## config.mk

```make
export PLATFORM = sky130hd
export DESIGN_NAME = exe_stage_flat
export DESIGN_NICKNAME = d
export VERILOG_FILES = /design/src/rtl/exe_stage_if.sv /design/src/rtl/exe_stage.sv /design/src/flat_wrapper.sv
export SDC_FILE = /design/constraint.sdc
export NUM_CORES = 1
export LEC_CHECK = 0
export ABC_AREA = 1
export ABC_CLOCK_PERIOD_IN_PS = 4900
export CAP_MARGIN = 20
export CELL_PAD_IN_SITES_DETAIL_PLACEMENT = 0
export CELL_PAD_IN_SITES_GLOBAL_PLACEMENT = 1
export CORE_ASPECT_RATIO = 2
export CORE_MARGIN = 10
export CORE_UTILIZATION = 30
export CTS_CLUSTER_DIAMETER = 30
export DETAILED_ROUTE_END_ITERATION = 10
export HOLD_SLACK_MARGIN = 0.02
export PLACE_DENSITY_LB_ADDON = 0.1
export SETUP_SLACK_MARGIN = 0.02
export SLEW_MARGIN = 10
export SYNTH_ARGS = -nofsm -noshare
export SYNTH_HDL_FRONTEND = slang
export SYNTH_SLANG_ARGS = --single-unit
```

## constraint.sdc

```tcl
create_clock -name clk -period 4.9 [get_ports clk]
set_input_delay 0.98 -clock clk [delete_from_list [all_inputs] [get_ports clk]]
set_output_delay 0.98 -clock clk [all_outputs]
set_load 0.05 [all_outputs]
```

## src/rtl/exe_stage_if.sv

```systemverilog
// Decode -> execute -> EXE/MEM bundle.
// The master side (decode stage / environment) drives the decoded instruction
// and observes stall, branch redirect and the registered EXE/MEM bundle.
interface exe_stage_if #(
   parameter int DATA_W = 32
);
   // decoded instruction from the decode stage
   logic              in_valid;
   logic [DATA_W-1:0] PC;
   logic [DATA_W-1:0] Val1;
   logic [DATA_W-1:0] Val2;
   logic [DATA_W-1:0] Reg2;
   logic [4:0]        Dest;
   logic [3:0]        EXE_CMD;
   logic [1:0]        Br_type;
   logic              MEM_R_EN;
   logic              MEM_W_EN;
   logic              WB_EN;

   // combinational feedback to fetch/decode
   logic              Stall;
   logic              Br_taken;
   logic [DATA_W-1:0] Br_addr;

   // registered EXE/MEM bundle
   logic              out_valid;
   logic [DATA_W-1:0] ALU_Result;
   logic [DATA_W-1:0] Reg2_out;
   logic [4:0]        Dest_out;
   logic              MEM_R_EN_out;
   logic              MEM_W_EN_out;
   logic              WB_EN_out;

   modport master (
      output in_valid, PC, Val1, Val2, Reg2, Dest, EXE_CMD, Br_type,
             MEM_R_EN, MEM_W_EN, WB_EN,
      input  Stall, Br_taken, Br_addr,
             out_valid, ALU_Result, Reg2_out, Dest_out,
             MEM_R_EN_out, MEM_W_EN_out, WB_EN_out
   );

   modport slave (
      input  in_valid, PC, Val1, Val2, Reg2, Dest, EXE_CMD, Br_type,
             MEM_R_EN, MEM_W_EN, WB_EN,
      output Stall, Br_taken, Br_addr,
             out_valid, ALU_Result, Reg2_out, Dest_out,
             MEM_R_EN_out, MEM_W_EN_out, WB_EN_out
   );
endinterface

```

## src/rtl/exe_stage.sv

```systemverilog
// Execute stage: single-cycle ALU, iterative shift-add multiplier that stalls
// the front end, combinational branch resolution, registered EXE/MEM bundle.
module exe_stage #(
   parameter int DATA_W    = 32,
   parameter int MUL_RADIX = 1
) (
   input  logic       clk,
   input  logic       rst,
   exe_stage_if.slave bus
);

   localparam int N_ITER = DATA_W / MUL_RADIX;
   localparam int CNT_W  = $clog2(N_ITER + 1);

   localparam logic [3:0] CMD_ADD = 4'b0000;
   localparam logic [3:0] CMD_SUB = 4'b0001;
   localparam logic [3:0] CMD_AND = 4'b0010;
   localparam logic [3:0] CMD_OR  = 4'b0011;
   localparam logic [3:0] CMD_NOR = 4'b0100;
   localparam logic [3:0] CMD_XOR = 4'b0101;
   localparam logic [3:0] CMD_SLL = 4'b0110;
   localparam logic [3:0] CMD_SRA = 4'b0111;
   localparam logic [3:0] CMD_SRL = 4'b1000;
   localparam logic [3:0] CMD_MUL = 4'b1001;
   localparam logic [3:0] CMD_SLT = 4'b1010;

   typedef enum logic [1:0] {
      S_IDLE,
      S_MUL_RUN,
      S_MUL_DONE
   } state_t;

   state_t            r_state;
   state_t            w_state_nxt;
   logic              w_stall;
   logic              w_is_mul;
   logic              w_accept_alu;
   logic              w_start_mul;
   logic              w_br_cond;
   logic [DATA_W-1:0] w_alu_res;

   // multiplier working set and the control captured with it
   logic [CNT_W-1:0]  r_cnt;
   logic [DATA_W-1:0] r_acc;
   logic [DATA_W-1:0] r_mcand;
   logic [DATA_W-1:0] r_mplier;
   logic [DATA_W-1:0] r_reg2_cap;
   logic [4:0]        r_dest_cap;
   logic              r_mr_cap;
   logic              r_mw_cap;
   logic              r_wb_cap;

   // EXE/MEM bundle
   logic              r_out_valid;
   logic [DATA_W-1:0] r_alu_result;
   logic [DATA_W-1:0] r_reg2_out;
   logic [4:0]        r_dest_out;
   logic              r_mr_out;
   logic              r_mw_out;
   logic              r_wb_out;

   // Single-cycle ALU; unknown opcodes and NOP yield zero
   function automatic logic [DATA_W-1:0] alu(input logic [3:0]        cmd,
                                             input logic [DATA_W-1:0] a,
                                             input logic [DATA_W-1:0] b);
      logic signed [DATA_W-1:0] sa;
      logic signed [DATA_W-1:0] sb;
      logic [4:0]               sh;
      logic [DATA_W-1:0]        res;
      sa = signed'(a);
      sb = signed'(b);
      sh = b[4:0];
      case (cmd)
         CMD_ADD: res = a + b;
         CMD_SUB: res = a - b;
         CMD_AND: res = a & b;
         CMD_OR:  res = a | b;
         CMD_NOR: res = ~(a | b);
         CMD_XOR: res = a ^ b;
         CMD_SLL: res = a << sh;
         CMD_SRA: res = unsigned'(sa >>> sh);
         CMD_SRL: res = a >> sh;
         CMD_SLT: res = {{(DATA_W-1){1'b0}}, (sa < sb)};
         default: res = '0;
      endcase
      return res;
   endfunction

   // One shift-add iteration retiring MUL_RADIX multiplier bits
   function automatic logic [DATA_W-1:0] mul_step(input logic [DATA_W-1:0] acc,
                                                  input logic [DATA_W-1:0] mcand,
                                                  input logic [DATA_W-1:0] mplier);
      logic [DATA_W-1:0] sum;
      sum = acc;
      for (int k = 0; k < MUL_RADIX; k++) begin
         if (mplier[k]) sum = sum + (mcand << k);
      end
      return sum;
   endfunction

   assign w_is_mul     = (bus.EXE_CMD == CMD_MUL);
   assign w_accept_alu = bus.in_valid && (r_state == S_IDLE) && !w_is_mul;
   assign w_start_mul  = bus.in_valid && (r_state == S_IDLE) && w_is_mul;
   assign w_alu_res    = alu(bus.EXE_CMD, bus.Val1, bus.Val2);

   // Branch condition selected by Br_type
   always_comb begin
      w_br_cond = 1'b0;
      case (bus.Br_type)
         2'b01:   w_br_cond = (bus.Val1 == '0);
         2'b10:   w_br_cond = (bus.Val1 != bus.Reg2);
         2'b11:   w_br_cond = 1'b1;
         default: w_br_cond = 1'b0;
      endcase
   end

   assign bus.Br_taken = w_accept_alu && w_br_cond;
   assign bus.Br_addr  = bus.PC + (bus.Val2 << 2);
   assign bus.Stall    = w_stall;

   // FSM next state and stall
   always_comb begin
      w_state_nxt = r_state;
      w_stall     = 1'b0;
      case (r_state)
         S_IDLE: begin
            if (w_start_mul) begin
               w_state_nxt = S_MUL_RUN;
               w_stall     = 1'b1;
            end
         end
         S_MUL_RUN: begin
            w_stall = 1'b1;
            if (r_cnt == CNT_W'(N_ITER - 1)) w_state_nxt = S_MUL_DONE;
         end
         S_MUL_DONE: begin
            w_state_nxt = S_IDLE;
         end
         default: begin
            w_state_nxt = S_IDLE;
         end
      endcase
   end

   // FSM state register
   always_ff @(posedge clk or negedge rst) begin
      if (!rst) r_state <= S_IDLE;
      else      r_state <= w_state_nxt;
   end

   // Iteration counter: cleared on start, counts RUN cycles
   always_ff @(posedge clk or negedge rst) begin
      if (!rst) begin
         r_cnt <= '0;
      end else if (w_start_mul) begin
         r_cnt <= '0;
      end else if (r_state == S_MUL_RUN) begin
         r_cnt <= r_cnt + 1'b1;
      end
   end

   // Multiplier datapath and captured control; decode inputs are ignored after start
   always_ff @(posedge clk) begin
      if (w_start_mul) begin
         r_acc      <= '0;
         r_mcand    <= bus.Val1;
         r_mplier   <= bus.Val2;
         r_reg2_cap <= bus.Reg2;
         r_dest_cap <= bus.Dest;
         r_mr_cap   <= bus.MEM_R_EN;
         r_mw_cap   <= bus.MEM_W_EN;
         r_wb_cap   <= bus.WB_EN;
      end else if (r_state == S_MUL_RUN) begin
         r_acc    <= mul_step(r_acc, r_mcand, r_mplier);
         r_mcand  <= r_mcand << MUL_RADIX;
         r_mplier <= r_mplier >> MUL_RADIX;
      end
   end

   // EXE/MEM register: product on MUL_DONE, ALU result on accept, else bubble
   always_ff @(posedge clk or negedge rst) begin
      if (!rst) begin
         r_out_valid  <= 1'b0;
         r_alu_result <= '0;
         r_reg2_out   <= '0;
         r_dest_out   <= '0;
         r_mr_out     <= 1'b0;
         r_mw_out     <= 1'b0;
         r_wb_out     <= 1'b0;
      end else if (r_state == S_MUL_DONE) begin
         r_out_valid  <= 1'b1;
         r_alu_result <= r_acc;
         r_reg2_out   <= r_reg2_cap;
         r_dest_out   <= r_dest_cap;
         r_mr_out     <= r_mr_cap;
         r_mw_out     <= r_mw_cap;
         r_wb_out     <= r_wb_cap;
      end else if (w_accept_alu) begin
         r_out_valid  <= 1'b1;
         r_alu_result <= w_alu_res;
         r_reg2_out   <= bus.Reg2;
         r_dest_out   <= bus.Dest;
         r_mr_out     <= bus.MEM_R_EN;
         r_mw_out     <= bus.MEM_W_EN;
         r_wb_out     <= bus.WB_EN;
      end else begin
         r_out_valid  <= 1'b0;
         r_mr_out     <= 1'b0;
         r_mw_out     <= 1'b0;
         r_wb_out     <= 1'b0;
      end
   end

   assign bus.out_valid    = r_out_valid;
   assign bus.ALU_Result   = r_alu_result;
   assign bus.Reg2_out     = r_reg2_out;
   assign bus.Dest_out     = r_dest_out;
   assign bus.MEM_R_EN_out = r_mr_out;
   assign bus.MEM_W_EN_out = r_mw_out;
   assign bus.WB_EN_out    = r_wb_out;

endmodule

```

## src/flat_wrapper.sv

```systemverilog
// flat-port wrapper written by rule: the top's interface ports become plain ports
module exe_stage_flat 
#(
   parameter int DATA_W    = 32,
   parameter int MUL_RADIX = 1
)
  (clk, rst, bus_in_valid, bus_PC, bus_Val1, bus_Val2, bus_Reg2, bus_Dest, bus_EXE_CMD, bus_Br_type, bus_MEM_R_EN, bus_MEM_W_EN, bus_WB_EN, bus_Stall, bus_Br_taken, bus_Br_addr, bus_out_valid, bus_ALU_Result, bus_Reg2_out, bus_Dest_out, bus_MEM_R_EN_out, bus_MEM_W_EN_out, bus_WB_EN_out);
  exe_stage_if #(.DATA_W(DATA_W)) bus_i ();
  input  logic clk;
  input  logic rst;
  input wire logic [$bits(bus_i.in_valid)-1:0] bus_in_valid;
  input wire logic [$bits(bus_i.PC)-1:0] bus_PC;
  input wire logic [$bits(bus_i.Val1)-1:0] bus_Val1;
  input wire logic [$bits(bus_i.Val2)-1:0] bus_Val2;
  input wire logic [$bits(bus_i.Reg2)-1:0] bus_Reg2;
  input wire logic [$bits(bus_i.Dest)-1:0] bus_Dest;
  input wire logic [$bits(bus_i.EXE_CMD)-1:0] bus_EXE_CMD;
  input wire logic [$bits(bus_i.Br_type)-1:0] bus_Br_type;
  input wire logic [$bits(bus_i.MEM_R_EN)-1:0] bus_MEM_R_EN;
  input wire logic [$bits(bus_i.MEM_W_EN)-1:0] bus_MEM_W_EN;
  input wire logic [$bits(bus_i.WB_EN)-1:0] bus_WB_EN;
  output wire logic [$bits(bus_i.Stall)-1:0] bus_Stall;
  output wire logic [$bits(bus_i.Br_taken)-1:0] bus_Br_taken;
  output wire logic [$bits(bus_i.Br_addr)-1:0] bus_Br_addr;
  output wire logic [$bits(bus_i.out_valid)-1:0] bus_out_valid;
  output wire logic [$bits(bus_i.ALU_Result)-1:0] bus_ALU_Result;
  output wire logic [$bits(bus_i.Reg2_out)-1:0] bus_Reg2_out;
  output wire logic [$bits(bus_i.Dest_out)-1:0] bus_Dest_out;
  output wire logic [$bits(bus_i.MEM_R_EN_out)-1:0] bus_MEM_R_EN_out;
  output wire logic [$bits(bus_i.MEM_W_EN_out)-1:0] bus_MEM_W_EN_out;
  output wire logic [$bits(bus_i.WB_EN_out)-1:0] bus_WB_EN_out;
  assign bus_i.in_valid = bus_in_valid;
  assign bus_i.PC = bus_PC;
  assign bus_i.Val1 = bus_Val1;
  assign bus_i.Val2 = bus_Val2;
  assign bus_i.Reg2 = bus_Reg2;
  assign bus_i.Dest = bus_Dest;
  assign bus_i.EXE_CMD = bus_EXE_CMD;
  assign bus_i.Br_type = bus_Br_type;
  assign bus_i.MEM_R_EN = bus_MEM_R_EN;
  assign bus_i.MEM_W_EN = bus_MEM_W_EN;
  assign bus_i.WB_EN = bus_WB_EN;
  assign bus_Stall = bus_i.Stall;
  assign bus_Br_taken = bus_i.Br_taken;
  assign bus_Br_addr = bus_i.Br_addr;
  assign bus_out_valid = bus_i.out_valid;
  assign bus_ALU_Result = bus_i.ALU_Result;
  assign bus_Reg2_out = bus_i.Reg2_out;
  assign bus_Dest_out = bus_i.Dest_out;
  assign bus_MEM_R_EN_out = bus_i.MEM_R_EN_out;
  assign bus_MEM_W_EN_out = bus_i.MEM_W_EN_out;
  assign bus_WB_EN_out = bus_i.WB_EN_out;
  exe_stage #(.DATA_W(DATA_W), .MUL_RADIX(MUL_RADIX)) u_core (.clk(clk), .rst(rst), .bus(bus_i));
endmodule
```

Word level (Yosys, flattened, before mapping)
Cells that the tools add are included.
{"block": "totals", "output_inout_bits": 107, "in_bits": 145, "regBits": 217, "elab_cells": 88}
{"block": "op_classes", "n_shift": 3, "order_cmp": 1, "n_eq_ne": 19, "reduce_logical": 12, "bitwise_logic": 4, "muxes": 27, "addsub": 5}
{"operator": "one-hot mux 32 bit (10 select lines)", "count": 1}
{"operator": "two-way mux 32 bit", "count": 8}
{"operator": "adder 32 bit", "count": 3}
{"operator": "AND 32 bit", "count": 1}
{"operator": "zero test 32 bit", "count": 1}
{"operator": "< comparator 32 bit", "count": 1}
{"operator": "!= test 32 bit", "count": 1}
{"operator": "NOT 32 bit", "count": 1}
{"operator": "OR 32 bit", "count": 1}
{"operator": "left shift 32 x 5 -> 32 bit", "count": 1}
{"operator": "right shift 32 x 5 -> 32 bit", "count": 1}
{"operator": ">>> shifter 32 x 5 -> 32 bit", "count": 1}
{"operator": "subtractor 32 bit", "count": 1}
{"operator": "XOR 32 bit", "count": 1}
{"operator": "== test 4 x 3 -> 1 bit, second input constant", "count": 4}
{"operator": "== test 4 bit, second input constant", "count": 3}
{"operator": "two-way mux 6 bit", "count": 2}
{"operator": "two-way mux 5 bit", "count": 2}
{"operator": "two-way mux 1 bit", "count": 9}
{"operator": "== test 4 x 2 -> 1 bit, second input constant", "count": 2}
{"operator": "adder 6 x 1 -> 6 bit, second input constant", "count": 1}
{"operator": "== test 2 bit, second input constant", "count": 3}
{"operator": "== test 6 x 5 -> 1 bit, second input constant", "count": 1}
{"operator": "== test 2 x 1 -> 1 bit, second input constant", "count": 2}
{"operator": "other kinds (12)", "count": 19}

Depth between registers and ports, before layout
Gate-level depths: netlist of the first run.
{"block": "logic_depth", "ltp_word": 5, "ltp_mapped": 21, "ltp_nobuf": 18}

Worst setup path before layout of the first run
OpenSTA, ideal clock, no wires.
{"block": "synth_timing", "path_kind": "input -> output", "from": "input bus_Val2[1]", "to": "output bus_Br_addr[18]", "arrival_ns": 3.576, "required_ns": 3.920, "path_slack_ns": 0.344, "n_path_buf": 3, "cell_stages": 11, "path_cell_list": "buf_2 -> inv_2 -> buf_2 -> buf_2 -> fa_1 -> nor3_1 -> nor2_1 -> o21bai_1 -> a21oi_1 -> o21ai_0 -> xor2_1"}
{"block": "synth_via", "elab_chain_len": 1}
{"element": "start: declaration", "line_no": "flat_wrapper.sv:14", "text": "input wire logic [$bits(bus_i.Val2)-1:0] bus_Val2;"}
{"element": "adder 32 bit", "line_no": "exe_stage.sv:118", "text": "assign bus.Br_addr = bus.PC + (bus.Val2 << 2);"}
{"element": "end: declaration", "line_no": "flat_wrapper.sv:24", "text": "output wire logic [$bits(bus_i.Br_addr)-1:0] bus_Br_addr;"}
No other way between the ends.

Worst setup path in the final report of the first run
{"block": "layout_timing", "from": "input bus_Val2[14]", "to": "output bus_Br_addr[21]"}
Same word-level chain as after synthesis.

==> flow_summary_export.csv, run 1 <==
group,metric,value,unit
layout,final_net_count,4259,
floorplanning,die_width,215,um
placement,dp_hpwl,113,mm
timing,layout_worst_path_cycle_share,0.963,
synthesis,synth_cells,3680,
clock_tree,clock_sinks,217,
floorplanning,initial_core_util,0.302,
global_route,grt_pass1_vias,27761,
power,p_leak,13.7,nW
routing,routedWlPerCell,27.5,um
synthesis,syn_area_per_cell,6.22,sq um
critical_path,cp_max_fo,4,
placement,gp_congestion,1.06,
timing,setup_viol,0,
clock_tree,root_buffer,"clkbuf_16",
clock_tree,cts_tree,"built",
power,p_per_area,456,nW/um^2
timing,maxSlewHeadroom,0.285,
timing,drv_slew,0,
routing,drc,0,
timing,fmax,0.212,GHz
clock_tree,hold_buffers,0,
routing,drtAntennaViolNets,0,
clock_tree,htreeDepth,2,
clock_tree,cts_setup_buffers,0,
routing,drt_iter0_drc,2098,
global_route,grt_max_degree,73,
synthesis,synth-seq-area-share,0.253,
timing,hold_violations,0,
layout,area_delta_synth_final,24.7,%
timing,timing.final.ws_setup,0.182,ns
critical_path,arrival,3.74,ns
clock_tree,clkSlewWorstSetupHoldPaths,0.05,ns
placement,port_buffers,247,
synthesis,synth_area,22900,sq um
synthesis,synthArstFlopShare,0.373,
global_route,grt_overflow,0,
critical_path,path_class,"in2out",
floorplanning,die_y,411,um
routing,vias_per_cell,5.34,
global_route,antenna_found_initial,4,
floorplanning,core_area,75900,sq um
floorplanning,row_count,143,
global_route,gr-usage-all-layers,0.301,
layout,drive_above_1_share,0.0731,
timing,grt_setup_unrepaired,"no",
placement,preCtsSetupSlack,0.219,ns
clock_tree,numCtsBuffers,40,
run,maxCapViolCount,0,
routing,totalWireLength,137,mm
timing,finalSetupTns,0,ns
routing,first_pass_iters,6,
synthesis,synth-seq-cells,217,
clock_tree,post_cts_resized,0,
power,vdd.ir_drop.worst,0.221,mV
synthesis,synth_top_flop_cell,"edfxtp_1",
outcome,status,"finished, final reports clean",
critical_path,cp-start-kind,"input pin",
synthesis,yosysTopAreaCell,"nand2_1",
min_path,hold_path_class,"in2async",
synthesis,yosysWarnings,0,
timing,finalCriticalPeriod,4.72,ns
floorplanning,pin_count,252,
routing,num_vias,26672,
global_route,grt_pass1_wl,192,mm
floorplanning,dieArea,88400,sq um
synthesis,synth_top_area_frac,0.183,
clock_tree,clockBufferDepth,3,
layout,final_common_cell,"nand2_1",
synthesis,syn_nets,3990,
clock_tree,clkLatencyLatePin,0.59,ns
layout,final_cell_mix,"1117 x nand2_1, 446 x inv_1, 415 x nand3_1, 296 x nor2_1, 271 x o21ai_0",
critical_path,critPathCaptureType,"output port",
synthesis,synth_edf_count,104,
synthesis,synthTopCellsByArea,"nand2_1 18%, edfxtp_1 14%, nand3_1 9.1%",
critical_path,required,3.92,ns
synthesis,synthDistinctLibCells,54,
timing,fin_skew,0.0193,ns
timing,worst_pin_slew,1.07,ns
power breakdown:
part	internal (mW)	switching, mW
combinational	2.28	4.77
clock	1.80	1.17
sequential	2.64	0.359
metrics by stage:
stage	power, mW	hold slack (ns)	std cells	area [sq um]	utilization
after floorplan	7.37	0.425	3680	22900	-
after global placement	10.0	0.435	4922	27100	0.357
after detailed placement	10.0	0.439	4922	27100	0.357
after CTS	13.1	0.454	4996	28500	0.376
after global routing	13.8	0.480	4996	28500	0.376
final	13.0	0.453	4999	28500	0.376
synth_stat cells (all sizes together), types with 2 or more instances:
| master | number |
|---|---|
| ha | 161 |
| o21ai | 294 |
| or2 | 22 |
| edfxtp | 104 |
| a221oi | 10 |
| o21bai | 18 |
| a22o | 5 |
| dfxtp | 32 |
| xnor2 | 20 |
| xor2 | 41 |
| nand3b | 7 |
| a21boi | 6 |
| and3 | 2 |
| nand2 | 1123 |
| o2111ai | 6 |
| a21oi | 200 |
| o211ai | 24 |
| o21a | 5 |
| and2 | 9 |
| nor4 | 13 |
| inv | 460 |
| nor3 | 32 |
| nor2 | 313 |
| a31oi | 9 |
| buf | 87 |
| fa | 4 |
| dfrtp | 81 |
| clkbuf | 51 |
| a21o | 10 |
| nand3 | 416 |
| o221ai | 2 |
| clkinv | 6 |
| a211oi | 7 |
| nand4 | 57 |
| o22ai | 40 |
layout make-up:
cell class	count	area [sq um]
Timing Repair Buffer	365	3660
Sequential cell	217	5790
Inverter	466	1760
Fill cell	8647	47300
Tap cell	1015	1270
Antenna cell	3	7.51
Multi-Input combinational cell	2859	14600
Clock buffer	44	1050
Clock inverter	30	357
registers in the layout (all words and copies together), names as in the netlist, 2 cells and up:
register	count
u_core.r_reg2_cap	32
u_core.bus.Reg2_out	32
u_core.r_dest_cap	5
u_core.r_acc	32
u_core.bus.Dest_out	5
u_core.bus.ALU_Result	32
u_core.r_mcand	32
u_core.r_cnt	6
u_core.r_mplier	32
u_core.r_state	2
metal layers:
metal | GRT usage | vias up | wire length [um]
met4 | 0.272 | 0 | 14300
met5 | 0 | - | 0
met1 | 0.275 | 12500 | 44600
met3 | 0.0402 | 450 | 6080
met2 | 0.569 | 1071 | 72300
li1 | - | 12651 | -
worst max-delay path, stage by stage:
cell and delay, ns:
clkdlybuf4s50_1 0.52, ha_1 0.41, nand2_1 0.12, inv_1 0.09
a21oi_1 0.30, o21ai_0 0.24, a21oi_1 0.38, o21ai_0 0.17
xor2_1 0.32, buf_12 0.19
kinds of logic (layout without fill, tap and decap cells):
group	Yosys count	after routing	share of synthesized area
simple gates	1994	1994	0.368
fa+ha+maj	165	165	0.0916
buf+inv	604	905	0.108
xor+xnor	61	61	0.0234
compound gates	639	639	0.156
flops	217	217	0.253
other cells	0	3	0
final timing paths:
kind | startpoint | slack, ns | cells after the start | end
max | bus_Val2[14] | 0.18 | 10 | bus_Br_addr[21]
min | rst | 0.45 | 1 | u_core.bus.MEM_W_EN_out$_DFF_PN0_
max reg2reg | u_core.r_mcand[0]$_SDFFCE_PN0P_ | 1.92 | 11 | u_core.r_acc[28]$_SDFFE_PP0P_
min reg2reg | u_core.r_reg2_cap[31]$_DFFE_PP_ | 0.45 | 2 | u_core.bus.Reg2_out[31]$_DFFE_PN0P_
max in group asynchronous | rst | 3.45 | 2 | u_core.bus.ALU_Result[26]$_DFFE_PN0P_
min in group clk | u_core.r_reg2_cap[31]$_DFFE_PP_ | 0.45 | 2 | u_core.bus.Reg2_out[31]$_DFFE_PN0P_
Note: power is estimated with default switching activity, not from simulation.
==> run 2, diff against run 1 <==
--- a/config.mk
+++ b/config.mk
@@ -16,6 +16,7 @@
 export CTS_CLUSTER_DIAMETER = 30
 export DETAILED_ROUTE_END_ITERATION = 10
 export HOLD_SLACK_MARGIN = 0.02
+export MAX_ROUTING_LAYER = met4
 export PLACE_DENSITY_LB_ADDON = 0.1
 export SETUP_SLACK_MARGIN = 0.02
 export SLEW_MARGIN = 10
==> flow_summary_export.csv, run 2 (synthesis results as in run 1) <==
group,metric,value,unit
floorplanning,dieArea,88400,sq um
routing,routedWlPerCell,27.4,um
clock_tree,root_buffer,"clkbuf_16",
floorplanning,pin_count,252,
clock_tree,hold_buffers,0,
min_path,whs_path_depth,2,
timing,hold_slack,0.456,ns
power,p_leak,13.7,nW
layout,fin_cells,4996,
placement,gp_congestion,1.02,
power,p_per_area,448,nW/um^2
clock_tree,cts_setup_buffers,0,
timing,grt_setup_unrepaired,"no",
floorplanning,row_count,143,
routing,first_pass_iters,8,
placement,dp_hpwl,113,mm
routing,drc,0,
critical_path,worstReg2RegEnd,"u_core.r_acc[28]$_SDFFE_PP0P_",
global_route,grt_overflow,0,
routing,totalWireLength,137,mm
routing,drtAntennaViolNets,0,
critical_path,required,3.92,ns
timing,finalCriticalPeriod,4.72,ns
min_path,worstHoldStart,"u_core.r_reg2_cap[4]$_DFFE_PP_",
critical_path,arrival,3.74,ns
critical_path,cp-start-kind,"input pin",
critical_path,cp_max_fo,4,
clock_tree,clockBufferDepth,3,
routing,vias_per_cell,5.32,
clock_tree,htreeDepth,2,
clock_tree,numCtsBuffers,34,
outcome,status,"finished, final reports clean",
placement,dp.cells,4928,
min_path,hold_end,"u_core.bus.Reg2_out[4]$_DFFE_PN0P_",
timing,drv_slew,0,
critical_path,ff2ff_setup_slack,1.99,ns
critical_path,ff2ff_path_depth,11,
layout,final_cell_mix,"1117 x nand2_1, 446 x inv_1, 415 x nand3_1, 296 x nor2_1, 271 x o21ai_0",
critical_path,critPathLaunch,"bus_Val2[14]",
timing,hold_violations,0,
timing,maxSlewHeadroom,0.292,
global_route,grt_max_degree,119,
timing,fmax,0.212,GHz
routing,num_vias,26598,
min_path,hold_path_class,"reg2reg",
floorplanning,die_width,215,um
layout,area_delta_synth_final,24.4,%
placement,port_buffers,247,
global_route,gr-usage-all-layers,0.309,
clock_tree,clock_sinks,217,
clock_tree,clkLatencyLatePin,0.57,ns
timing,setup_viol,0,
critical_path,path_class,"in2out",
routing,drt_iter0_drc,1877,
run,maxCapViolCount,0,
floorplanning,core_area,75900,sq um
layout,final_common_cell,"nand2_1",
clock_tree,cts_tree,"built",
critical_path,critPathCaptureType,"output port",
global_route,antenna_found_initial,5,
clock_tree,clkSlewWorstSetupHoldPaths,0.06,ns
timing,fin_skew,0.0127,ns
global_route,grt_pass1_vias,27847,
floorplanning,initial_core_util,0.302,
power,vdd.ir_drop.worst,0.258,mV
timing,worst_pin_slew,1.06,ns
global_route,grt_pass1_wl,192,mm
critical_path,rr_startpoint,"u_core.r_mcand[0]$_SDFFCE_PN0P_",
floorplanning,die_y,411,um
layout,drive_above_1_share,0.0727,
timing,finalSetupTns,0,ns
layout,final_net_count,4259,
timing,layout_worst_path_cycle_share,0.964,
run 2: cell types whose count changed in the layout (fill, tap and decap cells not counted), moves of 2 or more:
| cell | delta |
|---|---|
| inv_6 | -6 |
| clkbuf_16 | -5 |
| clkinv_2 | -4 |
| buf_12 | +3 |
| buf_4 | +3 |
| clkinv_4 | +3 |
| diode_2 | +3 |
| inv_8 | +3 |
| clkinv_8 | +2 |
| clkinvlp_4 | -2 |
run 2: where the power goes:
part / switching [mW] / internal [mW]
Combinational: 4.79 / 2.29
Clock: 1.09 / 1.57
Sequential: 0.353 / 2.64
run 2: what timing repair did:
action / in CTS / in global routing
resized for setup: 0 / 2
endpoints found under the hold margin: 0 / 0
setup endpoints to repair: 0 / 2
run 2: layout make-up:
cell class	instances	area, sq um
antenna	6	15.0
fill	8623	47400
clock inverter	24	318
clock buffer	38	918
multi-input combinational	2859	14600
timing repair buffer	371	3740
sequential	217	5790
inverter	466	1760
tap	1015	1270
run 2: worst max-delay path, stage by stage:
cell             delay, ns
clkdlybuf4s50_1       0.63
ha_1                  0.46
nand2_1               0.10
nand2_1               0.11
a21oi_2               0.27
o21ai_0               0.18
a211oi_1              0.23
o21ai_0               0.18
buf_4                 0.18
xnor2_1               0.24
buf_12                0.18
run 2: worst max-delay path by stage:
stage	to	slack (ns)	depth (start not counted)
global route	bus_Br_addr[23]	0.09	13
CTS	bus_Br_addr[31]	0.07	11
finish	bus_Br_addr[31]	0.18	11
floorplan	bus_Br_addr[18]	0.34	11
global placement	bus_Br_addr[31]	0.07	11
detailed placement	bus_Br_addr[31]	0.08	11
run 2: routing by layer:
| metal | vias up | track usage | routed length [um] |
|---|---|---|---|
| met5 | - | - | 0 |
| met4 | 0 | 0.262 | 13600 |
| met3 | 440 | 0.0342 | 5330 |
| met2 | 970 | 0.576 | 73200 |
| met1 | 12522 | 0.274 | 44600 |
| li1 | 12666 | - | - |
run 2: stage by stage:
stage,power (mW),setup slack (ns),utilization,area (sq um)
2_1_floorplan,7.37,0.344,-,22900
3_3_place_gp,10.1,0.0698,0.358,27200
3_5_place_dp,10.1,0.0818,0.358,27200
4_1_cts,12.8,0.0652,0.375,28400
5_1_grt,13.5,0.0894,0.375,28400
6_report,12.7,0.178,0.375,28500
==> run 3, diff against run 2 <==
--- a/config.mk
+++ b/config.mk
@@ -6,7 +6,7 @@
 export NUM_CORES = 1
 export LEC_CHECK = 0
 export ABC_AREA = 1
-export ABC_CLOCK_PERIOD_IN_PS = 4900
+export ABC_CLOCK_PERIOD_IN_PS = 5080
 export CAP_MARGIN = 20
 export CELL_PAD_IN_SITES_DETAIL_PLACEMENT = 0
 export CELL_PAD_IN_SITES_GLOBAL_PLACEMENT = 1
==> constraint.sdc (replaced) <==
create_clock -name clk -period 5.08 [get_ports clk]
set_input_delay 1.016 -clock clk [delete_from_list [all_inputs] [get_ports clk]]
set_output_delay 1.016 -clock clk [all_outputs]
set_load 0.05 [all_outputs]
==> flow_summary_export.csv, run 3 (synthesis results as in run 1) <==
group,metric,value,unit
routing,drtAntennaViolNets,0,
timing,setup_viol,0,
critical_path,crit_chain,"clkdlybuf4s50_1 -> ha_1 -> nand2_1 -> nor2_1 -> inv_1 -> nor3_1 -> a21oi_1 -> buf_4 -> o21ai_0 -> xnor2_1 -> buf_12",
placement,gp_congestion,1.02,
timing,drv_slew,0,
global_route,grt_overflow,0,
min_path,hold_path_class,"reg2reg",
clock_tree,hold_buffers,0,
floorplanning,dieArea,88400,sq um
layout,final_common_cell,"nand2_1",
clock_tree,cts_tree,"built",
critical_path,path_class,"in2out",
clock_tree,clkSlewWorstSetupHoldPaths,0.06,ns
placement,dp_hpwl,112,mm
outcome,status,"finished, final reports clean",
timing,grt_setup_unrepaired,"no",
global_route,antenna_found_initial,3,
power,vdd.ir_drop.worst,0.225,mV
layout,utilization,0.374,
floorplanning,initial_core_util,0.302,
floorplanning,core_area,75900,sq um
timing,fmax,0.203,GHz
routing,vias_per_cell,5.34,
routing,drc,0,
clock_tree,clockBufferDepth,3,
clock_tree,cts_setup_buffers,0,
critical_path,required,4.06,ns
run,maxCapViolCount,0,
critical_path,critPathTopFamily,"buffers and inverters",
critical_path,crit_buf_inv,4,
power,total_power,12.4,mW
global_route,grt_max_degree,124,
routing,routedWlPerCell,27.3,um
global_route,gr-usage-all-layers,0.306,
power,p_leak,13.6,nW
routing,num_vias,26624,
layout,area_delta_synth_final,23.9,%
critical_path,cp-start-kind,"input pin",
critical_path,cpPeakStageDelay,0.64,ns
timing,fin_skew,0.0383,ns
layout,fin_cells,4983,
routing,totalWireLength,136,mm
routing,dr.max_layer_used,"met4",
layout,final_net_count,4243,
timing,finalSetupTns,0,ns
layout,drive_above_1_share,0.0691,
critical_path,arrival,3.91,ns
layout,final_cell_area,28300,sq um
clock_tree,post_cts_resized,0,
timing,maxSlewHeadroom,0.179,
floorplanning,row_count,143,
routing,drt_iter0_drc,1972,
critical_path,critPathLaunch,"bus_Val2[9]",
floorplanning,die_width,215,um
routing,first_pass_iters,6,
timing,worst_pin_slew,1.22,ns
routing,wl_met3,5.05,mm
floorplanning,die_y,411,um
clock_tree,htreeDepth,2,
min_path,worstHoldStart,"u_core.r_reg2_cap[3]$_DFFE_PP_",
critical_path,rr_startpoint,"u_core.r_mcand[11]$_DFFE_PP_",
global_route,grt_pass1_vias,27625,
clock_tree,numCtsBuffers,40,
placement,place_area,27000,sq um
critical_path,cpMaxStageDelayCell,"o21ai_0",
power,p_per_area,438,nW/um^2
layout,final_cell_mix,"1117 x nand2_1, 446 x inv_1, 415 x nand3_1, 296 x nor2_1, 270 x o21ai_0",
placement,dp.cells,4905,
global_route,grt_pass1_wl,190,mm
floorplanning,pin_count,252,
timing,finalCriticalPeriod,4.93,ns
clock_tree,clkLatencyLatePin,0.59,ns
routing,met1Wirelength,45.4,mm
clock_tree,root_buffer,"clkbuf_16",
layout,fill_cells,8739,
critical_path,cp_max_fo,4,
critical_path,critPathCaptureType,"output port",
timing,layout_worst_path_cycle_share,0.971,
clock_tree,clock_sinks,217,
placement,port_buffers,247,
timing,hold_violations,0,
routing,met2WireLength,71.6,mm
==> run 3: metal layers <==
layer  track usage  up-vias
li1              -    12639
met1         0.276    12588
met2         0.562      962
met3        0.0355      435
met4         0.267        0
met5             -        -
==> run 3: power breakdown <==
part	switching [mW]	leakage (nW)	total, mW	internal [mW]
Clock	1.11	0.644	2.73	1.63
Sequential	0.347	2.25	2.89	2.55
Combinational	4.59	10.7	6.77	2.18
Total	6.04	13.6	12.4	6.36
==> run 3: cell type report <==
cell class,instances,area (sq um),area share
Timing Repair Buffer,349,3540,0.125
Tap cell,1015,1270,0.0448
Multi-Input combinational cell,2859,14600,0.516
Clock inverter,28,299,0.0106
Clock buffer,46,1040,0.0369
Inverter,466,1760,0.0620
Antenna cell,3,7.51,0.000265
Sequential cell,217,5790,0.204
==> run 3: worst paths after layout <==
| path | to | cells past startpoint | slack (ns) |
|---|---|---|---|
| max | bus_Br_addr[31] | 11 | 0.15 |
| min | u_core.bus.Reg2_out[3]$_DFFE_PN0P_ | 2 | 0.44 |
| max reg2reg | u_core.r_acc[29]$_SDFFE_PP0P_ | 10 | 2.24 |
| min reg2reg | u_core.bus.Reg2_out[3]$_DFFE_PN0P_ | 2 | 0.44 |
| max in group asynchronous | u_core.bus.ALU_Result[28]$_DFFE_PN0P_ | 2 | 3.56 |
| min in group asynchronous | u_core.bus.WB_EN_out$_DFF_PN0_ | 1 | 0.51 |
==> run 3: stage by stage <==
stage	hold WS, ns	worst slack (ns)
detailed placement	0.439	0.175
CTS	0.447	0.168
finish	0.442	0.149
floorplan	0.425	0.452
global route	0.464	0.0680
global placement	0.432	0.192
==> run 3: worst register-to-register path: cells and delay by family (launching register included) <==
family,cells,cell delay [ns]
simple gates,6,1.09
compound gates,2,0.78
fa+ha+maj,1,0.38
flops,1,0.42
buf+inv,1,0.04
